### src/rtl/match_result_drain.sv
// Captures one result frame per rising edge of isMatching into a small frame FIFO, then
// streams each frame as NUM_REC records over valid/ready; outputs hold while stalled.
module match_result_drain #(
  parameter int NUM_REC = 10,
  parameter int REC_W   = 24,
  parameter int DEPTH   = 4
) (
  input  logic                     clock,
  input  logic                     reset,
  input  logic [NUM_REC*REC_W-1:0] position,
  input  logic                     isMatching,
  output logic [REC_W-1:0]         outRecord,
  output logic [3:0]               outIndex,
  output logic                     outLast,
  output logic                     outValid,
  input  logic                     outReady,
  output logic [15:0]              frameCount,
  output logic [7:0]               dropCount,
  output logic                     busy
);

  localparam int FRAME_W = NUM_REC * REC_W;
  localparam int PTR_W   = $clog2(DEPTH);
  localparam int CNT_W   = PTR_W + 1;
  localparam logic [0:0] S_IDLE = 1'b0;
  localparam logic [0:0] S_SEND = 1'b1;
  localparam logic [3:0] LAST_IDX = 4'(NUM_REC - 1);

  logic [0:0]         r_state;
  logic               r_prev_match;
  logic [FRAME_W-1:0] r_mem [DEPTH];
  logic [PTR_W-1:0]   r_wr_ptr;
  logic [PTR_W-1:0]   r_rd_ptr;
  logic [CNT_W-1:0]   r_count;
  logic [FRAME_W-1:0] r_shift;
  logic [3:0]         r_index;
  logic [15:0]        r_frame_cnt;
  logic [7:0]         r_drop_cnt;

  logic w_capture;
  logic w_full;
  logic w_empty;
  logic w_send;
  logic w_xfer;
  logic w_at_last;
  logic w_done;
  logic w_pop;
  logic w_push;
  logic w_drop;

  assign w_capture = isMatching & ~r_prev_match;
  assign w_full    = (r_count == CNT_W'(DEPTH));
  assign w_empty   = (r_count == '0);
  assign w_send    = (r_state == S_SEND);
  assign w_xfer    = w_send & outReady;
  assign w_at_last = (r_index == LAST_IDX);
  assign w_done    = w_xfer & w_at_last;
  // Reload on the last-record transfer so consecutive frames stream without a bubble.
  assign w_pop     = ~w_empty & (~w_send | w_done);
  // A pop on the same edge frees the slot a capture into a full FIFO needs.
  assign w_push    = w_capture & (~w_full | w_pop);
  assign w_drop    = w_capture & w_full & ~w_pop;

  always_ff @(posedge clock or posedge reset) begin
    if (reset) begin
      r_prev_match <= 1'b0;
    end else begin
      r_prev_match <= isMatching;
    end
  end

  always_ff @(posedge clock) begin
    if (w_push) begin
      r_mem[r_wr_ptr] <= position;
    end
  end

  always_ff @(posedge clock or posedge reset) begin
    if (reset) begin
      r_wr_ptr <= '0;
      r_rd_ptr <= '0;
      r_count  <= '0;
    end else begin
      if (w_push) begin
        r_wr_ptr <= r_wr_ptr + 1'b1;
      end
      if (w_pop) begin
        r_rd_ptr <= r_rd_ptr + 1'b1;
      end
      case ({w_push, w_pop})
        2'b10:   r_count <= r_count + 1'b1;
        2'b01:   r_count <= r_count - 1'b1;
        default: r_count <= r_count;
      endcase
    end
  end

  always_ff @(posedge clock or posedge reset) begin
    if (reset) begin
      r_state <= S_IDLE;
      r_shift <= '0;
      r_index <= '0;
    end else if (w_pop) begin
      r_shift <= r_mem[r_rd_ptr];
      r_index <= '0;
      r_state <= S_SEND;
    end else if (w_done) begin
      r_state <= S_IDLE;
    end else if (w_xfer) begin
      r_shift <= r_shift >> REC_W;
      r_index <= r_index + 4'd1;
    end
  end

  always_ff @(posedge clock or posedge reset) begin
    if (reset) begin
      r_frame_cnt <= '0;
      r_drop_cnt  <= '0;
    end else begin
      if (w_done) begin
        r_frame_cnt <= r_frame_cnt + 16'd1;
      end
      if (w_drop && (r_drop_cnt != 8'hFF)) begin
        r_drop_cnt <= r_drop_cnt + 8'd1;
      end
    end
  end

  assign outValid   = w_send;
  assign outRecord  = r_shift[REC_W-1:0];
  assign outIndex   = r_index;
  assign outLast    = w_send & w_at_last;
  assign frameCount = r_frame_cnt;
  assign dropCount  = r_drop_cnt;
  assign busy       = ~w_empty | w_send;

endmodule

### config.mk
export PLATFORM = sky130hd
export DESIGN_NAME = match_result_drain
export DESIGN_NICKNAME = d
export VERILOG_FILES = /design/src/rtl/match_result_drain.sv
export SDC_FILE = /design/constraint.sdc
export NUM_CORES = 1
export LEC_CHECK = 0
export ABC_AREA = 1
export CAP_MARGIN = 20
export CORE_MARGIN = 2
export CORE_UTILIZATION = 60
export DETAILED_ROUTE_END_ITERATION = 7
export GPL_ROUTABILITY_DRIVEN = 0
export PLACE_DENSITY_LB_ADDON = 0.2
export RECOVER_POWER = 25
export SLEW_MARGIN = 20
export SYNTH_ARGS = -nofsm -noshare
export SYNTH_HDL_FRONTEND = slang
export SYNTH_SLANG_ARGS = --single-unit
### constraint.sdc
create_clock -name clock -period 36.7 [get_ports clock]
set_input_delay 5.505 -clock clock [delete_from_list [all_inputs] [get_ports clock]]
set_output_delay 5.505 -clock clock [all_outputs]
set_load 0.01 [all_outputs]
After elaboration in Yosys (flattened, before gate mapping) --
Memory sizes are Yosys's and may differ from the RTL's. Index checks and enable logic that the tools add are counted.
Word-level totals: register bits 277, memory bits (writable) 960, input bits 244, output and inout port bits 55, word-level logic and storage cells 56, memories 1
Memory list:
- r_mem | words 4, bits a word 240, read ports 1, clocked after memory_dff 0, write ports 1, line 31 | logic [FRAME_W-1:0] r_mem [DEPTH];
Operators by class: $add $sub $neg 7, eq/ne operators 6, multiplexer cells 11, bitwise gates (word level) 16, reductions and logical operators 6
Operators by type and width (number):
- two-way mux 240 bit | 3
- adder 16 x 1 -> 16 bit (second input constant) | 1
- two-way mux 4 bit | 3
- adder 8 x 1 -> 8 bit (second input constant) | 1
- bitwise AND 1 bit | 8
- != test 8 bit (second input constant) | 1
- case mux 3 bit (2 select lines) | 1
- nonzero test 2 bit | 3
- NOT 1 bit | 5
- adder 2 x 1 -> 2 bit (second input constant) | 2
- adder 4 x 1 -> 4 bit (second input constant) | 1
- == test 4 bit (second input constant) | 1
- two-way mux 1 bit | 4
- adder 3 x 1 -> 3 bit (second input constant) | 1
- == test 3 bit (second input constant) | 1
- logical NOT 3 bit | 1
- bitwise OR 1 bit | 3
- subtractor 3 x 1 -> 3 bit (second input constant) | 1
- == test 2 x 1 -> 1 bit (second input constant) | 1
- == test 2 bit (second input constant) | 1
- != test 2 x 1 -> 1 bit (second input constant) | 1
- AND reduction 2 bit | 1
- logical AND 1 bit | 1

Logic depth before layout (Yosys ltp) --
Gate-level depths: netlist (run 1).
depth in word-level cells 8, mapped depth 13, gate-level depth less buffers 13

Worst setup path before layout (run 1) --
No wires, ideal clock.
kind input to register, from input outReady, to memory r_mem[0][0] (netlist name) (enable), library setup time 846 ps, data arrival time 16138 ps, data required time 35854 ps, path slack 19716 ps, cell stages on the path 7, path buffers 0, cells stage by stage nand2_1 inv_2 nand2_4 nand2_2 or2_1 nand2_1 nor2_1
Between the ends: longest elaborated chain between the ends 8
RTL lines:
- start, declared | line 16 | input logic outReady,
- bitwise AND 1 bit | line 55 | assign w_xfer = w_send & outReady;
- bitwise AND 1 bit | line 57 | assign w_done = w_xfer & w_at_last;
- bitwise OR 1 bit | line 59 | assign w_pop = ~w_empty & (~w_send | w_done);
- bitwise AND 1 bit | line 59
- bitwise OR 1 bit | line 61 | assign w_push = w_capture & (~w_full | w_pop);
- bitwise AND 1 bit | line 61
- two-way mux 1 bit | line 73 | if (w_push) begin
- two-way mux 1 bit (not written as such) | line 74 | r_mem[r_wr_ptr] <= position;
- end, declared | line 31
No other way between the ends.

Final worst setup path (run 1) --
from input outReady, to memory r_mem[2][128] (netlist name) (enable)
The elaborated chain is that of the path after synthesis.

==> impl_metrics.toml, run 1 <==
[floorplan]
coreArea_mm2 = 0.0789
die_x_um = 286
start_util_pct = 60.4
ios = 299
fp.dieH_um = 286
row_count = 103
dieArea_mm2 = 0.0817

[clocking]
cts-hold-fix-buffers = 0
cts-root-buf = "clkbuf_16"
cts_resized = 0
insertion_delay_ps = 670
cts_tree = "yes"
clockBufferDepth = 3
post-cts-setup-buffers = 0
h-tree-depth = 3
cts_buffers = 117
cts.sinks = 1237
clkTransAtPathRegs_ps = 60

[sta]
fmax_mhz = 98.4
period_share_pct = 27.7
setup_viol = 0
tns_ps = 0
max_slew.worst_pin.slew_ps = 1500
rsz0062_at_grt = "no"
final-max-slew-violation-count = 0
clock-skew-final_ps = 21.9
period_minus_slack_ps = 10160
slew_headroom_pct = 0.231
hold_violations = 0

[logic_synthesis]
synth_edf_count = 960
synthXorXnorAreaFrac_pct = 0.386
yosys_warnings = 0
synth.distinct_cells = 31
synth_mux_area_share_pct = 0
synthAdderAreaFrac_pct = 0.252
synth_ff_type = "edfxtp_1"
yosys.area_share.simple_pct = 7.22
synth_compound_area_share_pct = 12.2
syn-cell-area_mm2 = 0.0477
synthTopCellsByArea = "edfxtp_1 (60%), dfrtp_1 (15%), o21ai_0 (4.9%)"
yosysTopAreaCellShare_pct = 60.5
syn_inst = 3634
synth_top_family_by_area = "compound AO/OA/AOI/OAI gates"
synthArstFlopShare_pct = 22.4
syn-num-nets = 3887
synth_seq_area_share_pct = 75.0
synth_top_cell_by_area = "edfxtp_1"
syn_area_per_cell_um2 = 13.1
ys_ff_latch = 1237

[finish]
fillers = 5321
areaGrowthSynthToFinish_pct = 15.2
drive_above_1_share_pct = 5.60
final_cell_mix = "edfxtp_1 (960), o21ai_0 (465), nor2_1 (449), nand2_1 (335), inv_1 (277)"
final_common_cell = "edfxtp_1"
num-nets-final = 4075

[worst_setup_path]
required_ps = 36980
crit_top_cell = "buf_4"
crit_type = "in -> reg"
crit_chain = "clkdlybuf4s50_1 -> nand2_1 -> inv_2 -> nand2_4 -> nand2_2 -> or2_1 -> nand2_1 -> nor2_4 -> buf_4 -> buf_4 -> buf_4 -> buf_4"
cp-end-kind = "flop"
reg2reg_slack_ps = 31140
critPathArrivalTime_ps = 10440
cp_top_family = "buffers and inverters"
slowest_stage = "buf_4"
crit_fanout = 64
critPathLaunchType = "input port"
path_buf_inv = 6
slowest_delay_ps = 890

[global_routing]
antenna_found_initial = 13
grt_pass1_vias = 28300
grt_first_pass_wirelength_um = 172000
grt.overflow.total = 0
grt_max_degree = 217
track_usage_pct = 27.9

[detailed_routing]
vias = 29800
antenna_left = 0
drc_errors = 0
drt_iter0_markers = 3011
drt-total-wl_um = 114000
routed_via_density = 5.98
first_pass_iters = 7
wl_per_cell_um = 22.9

[min_path]
hold_path_class = "reg -> reg"

[power]
p_per_area_mw_per_mm2 = 73.5
vdd_drop_max_mv = 0.0562
p_total_w = 0.00403
leakagePower_nw = 19.1

[status]
status = "finished, final reports clean"

[placed_design]
portBuffers = 298
hpwlAfterDp_um = 65300

[job]
cap_violations = 0
sequential cells by signal, summed over array words and instances, names as in the netlist:
name          flops
outIndex          4
r_mem           960
dropCount         8
r_prev_match      1
r_count           3
outValid          1
r_shift         240
r_wr_ptr          2
r_rd_ptr          2
frameCount       16
synth_stat cells, drive strengths merged, types with 4 or more instances:
| master | count |
|---|---|
| o211ai | 24 |
| a21oi | 28 |
| xnor2 | 4 |
| nand3 | 62 |
| ha | 8 |
| clkbuf | 137 |
| nor2 | 457 |
| o22ai | 216 |
| inv | 283 |
| nand4 | 10 |
| nand2 | 340 |
| buf | 123 |
| edfxtp | 960 |
| o221ai | 192 |
| dfrtp | 277 |
| nor3 | 5 |
| xor2 | 17 |
| o21ai | 488 |
path summary, 6_finish.rpt:
path	endpoint	from	cells after the start
max in group asynchronous	r_shift[86]	reset	3
worst max-delay path	r_mem[2][128]	outReady	12
min in group asynchronous	frameCount[7]	reset	2
worst max register to register	r_mem[2][128]	outIndex[1]	13
worst min-delay path	frameCount[13]	frameCount[13]	2
worst min register to register	frameCount[13]	frameCount[13]	2
metal layers:
layer	global-route usage [%]	share of wire, %	wire (um)	vias to the layer above
met1	40.6	41	47200	14800
met4	9.54	3.4	3890	12
li1	-	-	-	13600
met3	5.05	8.2	9410	200
met2	43.0	47	53600	1210
met5	0	0.077	88	-
area by class of cell:
| type | count | area (um2) | area share, % |
|---|---|---|---|
| sequential | 1237 | 35800 | 65.1 |
| clock inverter | 58 | 537 | 0.978 |
| multi-input combinational | 1854 | 9600 | 17.5 |
| clock buffer | 165 | 3290 | 6.00 |
| timing repair buffer | 329 | 3290 | 5.99 |
| inverter | 283 | 1080 | 1.98 |
| antenna | 6 | 15.0 | 0.0273 |
| tap | 1050 | 1310 | 2.39 |
worst register-to-register path, delay by kind of cell, from the launching register on:
kind	cells	cell delay [ps]
and+or+nand+nor	7	1100
adders and majority gates	1	190
DFF	1	430
buffers and inverters	5	3440
power breakdown:
group | switching [W] | total [W] | internal, W
Clock | 0.000496 | 0.00119 | 0.000693
Sequential | 0.0000929 | 0.00184 | 0.00174
Combinational | 0.000705 | 0.00101 | 0.000302
logic make-up (layout without fill, tap and decap cells):
| logic type | count (synthesis) | in the layout |
|---|---|---|
| other | 0 | 6 |
| buffers and inverters | 543 | 835 |
| and+or+nand+nor | 876 | 876 |
| AOI/OAI and AO/OA | 948 | 948 |
| adders and majority gates | 9 | 9 |
| DFF | 1237 | 1237 |
| xor gates and xnor gates | 21 | 21 |
through the flow:
step           utilization [%]  instances  setup WS (ps)  hold WS, ps  cell area [um2]
2_1_floorplan                -       3634          19720          471            47700
3_3_place_gp              64.7       4753          25630          477            51100
3_5_place_dp              64.7       4753          25670          486            51100
4_1_cts                   69.6       4976          26400          500            54900
5_1_grt                   69.6       4977          26160          524            54900
6_report                  69.6       4982          26540          494            54900
No activity file was read; power rests on OpenSTA's default activity.
==> run 2: changes to the inputs <==
--- a/config.mk
+++ b/config.mk
@@ -8,7 +8,7 @@
 export ABC_AREA = 1
 export CAP_MARGIN = 20
 export CORE_MARGIN = 2
-export CORE_UTILIZATION = 60
+export CORE_UTILIZATION = 53
 export DETAILED_ROUTE_END_ITERATION = 7
 export GPL_ROUTABILITY_DRIVEN = 0
 export PLACE_DENSITY_LB_ADDON = 0.2
==> constraint.sdc (replaced) <==
create_clock -name clock -period 9.3 [get_ports clock]
set_input_delay 1.395 -clock clock [delete_from_list [all_inputs] [get_ports clock]]
set_output_delay 1.395 -clock clock [all_outputs]
set_load 0.01 [all_outputs]
==> impl_metrics.toml, run 2 (synthesized netlist as in run 1, its figures left out) <==
[worst_setup_path]
crit_type = "in -> reg"
crit_fanout = 66
r2r_start = "outIndex[0]"
critPathArrivalTime_ps = 4900
critPathLaunchType = "input port"
cp-end-kind = "flop"
crit_path_start = "outReady"
required_ps = 9600

[job]
cap_violations = 0

[finish]
final_cell_mix = "edfxtp_1 (960), o21ai_0 (465), nor2_1 (449), nand2_1 (335), inv_1 (277)"
largest-register = "r_mem"
multi_input_area_mm2 = 0.00960
final_common_cell = "edfxtp_1"
seq_area_mm2 = 0.0358
final_area_mm2 = 0.0551
areaGrowthSynthToFinish_pct = 15.7
fillers = 6607
largest_reg_flops = 960
num-nets-final = 4082
drive_above_1_share_pct = 6.10

[placed_design]
portBuffers = 298
hpwlAfterDp_um = 68300
placed_area_mm2 = 0.0512

[detailed_routing]
drt-total-wl_um = 117000
vias = 29600
routed_via_density = 5.80
drc_errors = 0
wl_per_cell_um = 23.0
first_pass_iters = 6
antenna_left = 0
drt_iter0_markers = 3443

[clocking]
insertion_delay_ps = 680
cts-hold-fix-buffers = 0
cts_tree = "yes"
post-cts-setup-buffers = 0
cts_buffers = 120
clkTransAtPathRegs_ps = 60
cts.sinks = 1237
cts-root-buf = "clkbuf_16"
h-tree-depth = 3
cts_resized = 0
clockBufferDepth = 3

[floorplan]
dieArea_mm2 = 0.0923
die_x_um = 304
ios = 299
fp.dieH_um = 304
row_count = 109
coreArea_mm2 = 0.0888
start_util_pct = 53.7

[sta]
rsz0062_at_grt = "no"
max_slew.worst_pin.slew_ps = 1220
period_minus_slack_ps = 4610
setup_viol = 0
final-max-slew-violation-count = 0
clock-skew-final_ps = 17.0
fmax_mhz = 217
slew_headroom_pct = 18.4
tns_ps = 0
period_share_pct = 49.5
hold_violations = 0

[power]
leakagePower_nw = 19.2
vdd_drop_max_mv = 0.177
p_per_area_mw_per_mm2 = 291
p_total_w = 0.0160

[min_path]
worstHoldStart = "frameCount[15]"
hold_path_class = "reg -> reg"

[global_routing]
grt.overflow.total = 0
grt_max_degree = 185
grt_first_pass_wirelength_um = 176000
track_usage_pct = 25.0
antenna_found_initial = 23
grt_pass1_vias = 28200

[status]
status = "finished, final reports clean"
==> run 2: layout make-up <==
type / count / share of cell area, %
diodes: 7 / 0.0318
clock buffers: 170 / 6.19
clock inverters: 57 / 0.860
inverters: 283 / 1.97
multi-input cells: 1854 / 17.4
flip-flops and latches: 1237 / 64.9
well taps: 1165 / 2.64
repair buffers: 333 / 6.02
==> run 2: per-layer routing <==
layer	global-route usage, %	routed length, um	part of all wire (%)	vias up
met5	0	44	0.037	-
met1	37.0	51400	44	14800
li1	-	-	-	13600
met2	39.1	55000	47	1056
met3	3.88	8340	7.1	163
met4	6.59	2630	2.2	8
==> run 2: metrics by stage <==
stage | worst slack (ps) | hold slack, ps | utilization [%] | std cells
after floorplan | -3570 | 471 | - | 3634
after global placement | 4040 | 479 | 57.7 | 4871
after detailed placement | 4010 | 489 | 57.7 | 4871
after CTS | 4730 | 504 | 62.1 | 5098
after global routing | 4510 | 529 | 62.1 | 5100
final | 4690 | 496 | 62.1 | 5106
==> run 2: final timing paths <==
kind	endpoint	slack, ps	cells past startpoint
setup reg to reg	r_mem[3][97]	5200	10
setup / recovery	r_mem[3][97]	4690	10
max in group asynchronous	r_shift[106]	6760	3
hold reg to reg	frameCount[15]	500	2
min in group asynchronous	r_shift[224]	1210	2
hold / removal	frameCount[15]	500	2
==> run 2: worst max-delay path, stage by stage <==
cell and delay [ps]:
clkdlybuf4s50_1 470, nand2_1 110, inv_2 130, nand2_4 100, nand2_2 100, or2_1 230, nand2_1 340, nor2_4 380
buf_4 630, buf_4 850
==> run 2: power by group <==
| group | total (W) | leakage (nW) | switching (W) | internal [W] |
|---|---|---|---|---|
| Sequential | 0.00723 | 12.4 | 0.000345 | 0.00688 |
| Clock | 0.00476 | 1.92 | 0.00201 | 0.00274 |
| Combinational | 0.00404 | 4.85 | 0.00284 | 0.00119 |
